### src/rtl/fp_to_int_seq.sv
// Sequential float-to-integer converter: the magnitude is shifted right one bit
// per clock, then the sign is applied and the result saturated to FRAC_W bits.
`timescale 1ns/1ps
module fp_to_int_seq #(
    parameter int FRAC_W = 8,
    parameter int EXP_W  = 4
) (
    input  logic              clk,
    input  logic              reset,
    input  logic              start,
    input  logic              sign,
    input  logic [EXP_W-1:0]  exp,
    input  logic [FRAC_W-1:0] frac,
    output logic              ready,
    output logic              done_tick,
    output logic [FRAC_W-1:0] int_out,
    output logic              ovf,
    output logic              udf
);

    localparam int                CNT_W   = $clog2(FRAC_W + 1);
    localparam logic [EXP_W-1:0]  BIAS    = EXP_W'(FRAC_W);
    localparam logic [FRAC_W-1:0] SAT_POS = {1'b0, {(FRAC_W-1){1'b1}}};
    localparam logic [FRAC_W-1:0] SAT_NEG = {1'b1, {(FRAC_W-1){1'b0}}};

    typedef enum logic [1:0] {S_IDLE, S_SHIFT, S_DONE} state_t;

    state_t            r_state, w_state_next;
    logic              r_sign, w_sign_next;
    logic [EXP_W-1:0]  r_exp, w_exp_next;
    logic [FRAC_W-1:0] r_frac, w_frac_next;
    logic [FRAC_W-1:0] r_mag, w_mag_next;
    logic [CNT_W-1:0]  r_cnt, w_cnt_next;
    logic [FRAC_W-1:0] r_int, w_int_next;
    logic              r_ovf, w_ovf_next;
    logic              r_udf, w_udf_next;

    logic [EXP_W-1:0]  w_shift;
    logic [FRAC_W-1:0] w_res;
    logic              w_res_ovf;
    logic              w_res_udf;

    assign w_shift = BIAS - exp;

    // Result rules in priority order, applied to the fully shifted magnitude.
    always_comb begin
        w_res     = '0;
        w_res_ovf = 1'b0;
        w_res_udf = 1'b0;
        if (r_frac == '0) begin
            w_res = '0;
        end else if (r_exp > BIAS) begin
            w_res_ovf = 1'b1;
            w_res     = r_sign ? SAT_NEG : SAT_POS;
        end else if (r_mag[FRAC_W-1]) begin
            if (r_sign && (r_mag == SAT_NEG)) begin
                w_res = SAT_NEG;
            end else begin
                w_res_ovf = 1'b1;
                w_res     = r_sign ? SAT_NEG : SAT_POS;
            end
        end else if (r_mag == '0) begin
            w_res_udf = 1'b1;
        end else begin
            w_res = r_sign ? -r_mag : r_mag;
        end
    end

    always_comb begin
        w_state_next = r_state;
        w_sign_next  = r_sign;
        w_exp_next   = r_exp;
        w_frac_next  = r_frac;
        w_mag_next   = r_mag;
        w_cnt_next   = r_cnt;
        w_int_next   = r_int;
        w_ovf_next   = r_ovf;
        w_udf_next   = r_udf;
        case (r_state)
            S_IDLE: begin
                if (start) begin
                    w_sign_next  = sign;
                    w_exp_next   = exp;
                    w_frac_next  = frac;
                    w_mag_next   = frac;
                    w_cnt_next   = (exp >= BIAS) ? '0 : CNT_W'(w_shift);
                    w_state_next = S_SHIFT;
                end
            end
            S_SHIFT: begin
                if (r_cnt != '0) begin
                    w_mag_next = r_mag >> 1;
                    w_cnt_next = r_cnt - 1'b1;
                end else begin
                    w_int_next   = w_res;
                    w_ovf_next   = w_res_ovf;
                    w_udf_next   = w_res_udf;
                    w_state_next = S_DONE;
                end
            end
            S_DONE:  w_state_next = S_IDLE;
            default: w_state_next = S_IDLE;
        endcase
    end

    always_ff @(posedge clk) begin
        if (reset) begin
            r_state <= S_IDLE;
            r_sign  <= 1'b0;
            r_exp   <= '0;
            r_frac  <= '0;
            r_mag   <= '0;
            r_cnt   <= '0;
            r_int   <= '0;
            r_ovf   <= 1'b0;
            r_udf   <= 1'b0;
        end else begin
            r_state <= w_state_next;
            r_sign  <= w_sign_next;
            r_exp   <= w_exp_next;
            r_frac  <= w_frac_next;
            r_mag   <= w_mag_next;
            r_cnt   <= w_cnt_next;
            r_int   <= w_int_next;
            r_ovf   <= w_ovf_next;
            r_udf   <= w_udf_next;
        end
    end

    assign ready     = (r_state == S_IDLE);
    assign done_tick = (r_state == S_DONE);
    assign int_out   = r_int;
    assign ovf       = r_ovf;
    assign udf       = r_udf;

endmodule
### config.mk
export PLATFORM = sky130hd
export DESIGN_NAME = fp_to_int_seq
export DESIGN_NICKNAME = d
export VERILOG_FILES = /design/src/rtl/fp_to_int_seq.sv
export SDC_FILE = /design/constraint.sdc
export NUM_CORES = 1
export LEC_CHECK = 0
export ABC_AREA = 1
export CORE_MARGIN = 3
export CORE_UTILIZATION = 48
export CTS_CLUSTER_SIZE = 40
export DETAILED_ROUTE_END_ITERATION = 10
export PLACE_DENSITY = 0.76
export SETUP_SLACK_MARGIN = 0.4
export SYNTH_ARGS = -nofsm -noshare
export SYNTH_HDL_FRONTEND = slang
export SYNTH_SLANG_ARGS = --single-unit
### constraint.sdc
create_clock -name clk -period 1.3 [get_ports clk]
set_clock_uncertainty 0.05 [all_clocks]
set_input_delay 0.13 -clock clk [delete_from_list [all_inputs] [get_ports clk]]
set_output_delay 0.13 -clock clk [all_outputs]
set_load 0.05 [all_outputs]
==> results of run 1 <==
-- cell usage after synthesis (all sizes together) --
library cell,n,area (sq um)
o22ai,3,18.8
dfxtp,37,741
inv,27,101
a21oi,22,110
a211oi,8,60.1
ha,3,37.5
nand3b,1,7.51
or2,2,12.5
nand3,14,70.1
nor2,32,135
xor2,1,8.76
o21ai,7,42.5
clkbuf,4,16.3
o21bai,1,7.51
nor4,1,6.26
buf,8,61.3
o21a,1,7.51
a311oi,7,105
nand4,2,18.8
nand2,75,284
xnor2,1,8.76
-- what timing repair did --
item                                    4_1_cts  5_1_grt
gates resized for setup                      62       26
pin swaps                                    15       15
endpoints found under the setup margin       49       49
gates cloned                                  3        2
buffers inserted                             10        7
-- routing by layer --
layer  vias up  GRT usage  share of wire
met5         -          0              0
met4         0      0.104          0.058
met3        53     0.0411          0.086
met2       177      0.468           0.48
met1      1030      0.316           0.38
li1        976          -              -
-- logic make-up (layout without fill, tap and decap cells) --
logic type	Yosys count	count (layout)	share of synthesized area
compound gates	49	49	0.189
xor+xnor	2	2	0.00942
fa+ha+maj	3	3	0.0202
buf+inv	39	108	0.0962
flops	37	37	0.398
simple gates	127	127	0.287
-- through the flow --
| stage | utilization | cells |
|---|---|---|
| 2_1_floorplan | - | 257 |
| 3_3_place_gp | 0.719 | 343 |
| 3_5_place_dp | 0.719 | 343 |
| 4_1_cts | 0.843 | 363 |
| 5_1_grt | 0.898 | 372 |
| 6_report | 0.898 | 372 |
-- layout make-up --
class                           instances  area share
Inverter                               27      0.0360
Timing Repair Buffer                   74       0.291
Sequential cell                        37       0.241
Multi-Input combinational cell        181       0.386
Tap cell                               46      0.0182
Clock buffer                            7      0.0273
-- state kept, by name (all words and copies together) (netlist names) --
signal and cells:
udf 1, ovf 1, r_mag 8, r_sign 1
r_exp 4, r_state 2, int_out 8, r_frac 8
r_cnt 4
-- worst min path at each step --
stage | end | depth (start not counted) | slack [ns] | start
floorplan | r_exp[3] | 2 | 0.22 | exp[3]
global placement | r_exp[3] | 2 | 0.40 | r_exp[3]
detailed placement | r_cnt[2] | 2 | 0.41 | r_cnt[2]
CTS | r_frac[7] | 3 | 0.37 | frac[7]
global route | r_exp[2] | 2 | 0.45 | r_exp[2]
finish | r_frac[7] | 3 | 0.41 | frac[7]
-- worst register-to-register path, cell delays in order (launching register included) --
cell                      delay [ns]
sky130_fd_sc_hd__dfxtp_1        0.36
sky130_fd_sc_hd__nor2_1         0.27
sky130_fd_sc_hd__nand3_2        0.13
sky130_fd_sc_hd__nor2_2         0.17
sky130_fd_sc_hd__buf_4          0.16
sky130_fd_sc_hd__nand3_1        0.12
sky130_fd_sc_hd__nand3_4        0.12
sky130_fd_sc_hd__a21oi_2        0.05
-- power groups by stage --
stage	registers, mW	clock network [mW]	logic, mW
after floorplan	1.42	0	0.738
after global placement	1.37	0	1.19
after detailed placement	1.37	0	1.22
after CTS	1.36	0.815	1.49
after global routing	1.38	0.860	1.89
final	1.38	0.824	1.80
==> impl_metrics.ini, run 1 <==
[outcome]
outcome = finished, violations left
violations = negative setup slack

[critical_path]
r2r_slack_ns = -0.24
critical_path.top_delay_family = simple AND/OR/NAND/NOR gates
startpoint_kind_of_the_worst_setup_timing_path = register
worst-path-stages = 7
worst_r2r_path_depth = 7
timing.critical_path.slowest_cell_delay_ns = 0.36
slowest_stage = sky130_fd_sc_hd__dfxtp_1
crit_path_end = ovf
worst_r2r_startpoint = r_mag[4]
cp-startpoint = r_mag[4]
worstSetupEndpointType = register
worstPathMaxFanout = 4
required_ns = 1.43
reg2reg_to = ovf
timing.setup.critical_path_class = register to register
cp.arrival_ns = 1.67
timing.critical_path.cells = nor2_1 -> nand3_2 -> nor2_2 -> buf_4 -> nand3_1 -> nand3_4 -> a21oi_2
path_buf_inv = 1

[placement]
place_area_sq_um = 2530
gpl.final_weighted_congestion = 0.798
dp_worst_setup_slack_ns = -0.116
portBuffers = 27
dp_hpwl_um = 3250

[pwr]
p_leak_nw = 1.29
combinationalPowerShare = 0.450
net_load_switching_power_mw = 1.50
cell_internal_pwr_mw = 2.50
seqPwrFrac = 0.344
worst_ir_drop_vdd_mv = 1.10
power-per-cell-area_nw_per_um2 = 1270
clock_power_share = 0.206
power_switching_share = 0.375
report.power.total_mw = 4.00

[finish]
multi_input_area_sq_um = 1220
final_layout_size_suffix_gt1_frac = 0.488
final-seq-area_sq_um = 763
area_growth_syn_to_layout_pct = 69.9
final_common_cell = sky130_fd_sc_hd__nand2_1
diodes = 0
highest_count_cells_in_the_layout_ignoring_fill_and_taps = sky130_fd_sc_hd__nand2_1 (62), sky130_fd_sc_hd__buf_4 (30), sky130_fd_sc_hd__dfxtp_1 (21)
filler_instances = 138
nets = 345
postLayoutCellArea_sq_um = 3160

[clock_tree]
clock-root-buffer = sky130_fd_sc_hd__clkbuf_8
tritoncts_num_sinks = 37
clock_slew_at_the_register_clock_pins_of_the_worst_setup_and_hold_paths_ns = 0.07
max-clock-path-buffers = 2
number_of_hold_buffers_added_after_cts = 0
cts-buffers-inserted = 5
clk-insertion-delay-late_ns = 0.29
cts_htree_levels = 2
tritoncts = done

[sta]
timing.final.crit_period_ns = 1.54
worst-slew-pin-transition_ns = 0.393
fin_setup_tns_ns = -3.85
finalHoldViolations = 0
hold-worst-slack_ns = 0.409
timing.final.setup_violations = 24
finalCritPeriodShare = 1.19
timing_max_transition_violations_final = 0
post-route-worst-setup-slack_ns = -0.241
rsz0062_at_grt = true
clock.fmax_mhz = 649
max_slew_margin = 0.736

[global_route]
gr_ovfl_total = 0
first_global_vias = 2039
antenna_found_initial = 0
grt_max_degree = 33
track_usage = 0.264
grt_first_pass_wirelength_um = 9260

[detailed_routing]
detailroute.via_count = 2236
detailed_router_iteration_count_before_antenna_repair = 7
drt_first_iter_violations = 200
routed_wire_length_per_instance_um = 19.4
wirelength_um = 7230
detail_route.vias_per_cell = 6.01
antenna_left = 0
drc = 0

[floorplanning]
pin_count = 28
die_y_um = 68.3
initial_utilization = 0.528
placement_rows = 21
die_x_um = 68.3
core-area_sq_um = 3520
die_area_sq_um = 4660

[synth]
syn-cell-area_sq_um = 1860
synth.yosys.warnings = 0
syn-instance-count = 257
synth_seq_area_share = 0.398
synth_area_per_cell_sq_um = 7.24
synthesis.nets = 276
synth_cell_type_count = 31
synth.ff_latch_count = 37

[worst_hold_path]
hold_path_class = input port to register

[flow_run]
timing.max_cap.violations = 0
(Power assumes the default switching activity.)
==> run 2, diff against run 1 <==
CTS_CLUSTER_DIAMETER = 50   (was not set)
HOLD_SLACK_MARGIN = 0.15   (was not set)
==> results of run 2 <==
Same layout as run 1: the final DEF is identical, and so are final timing and power.
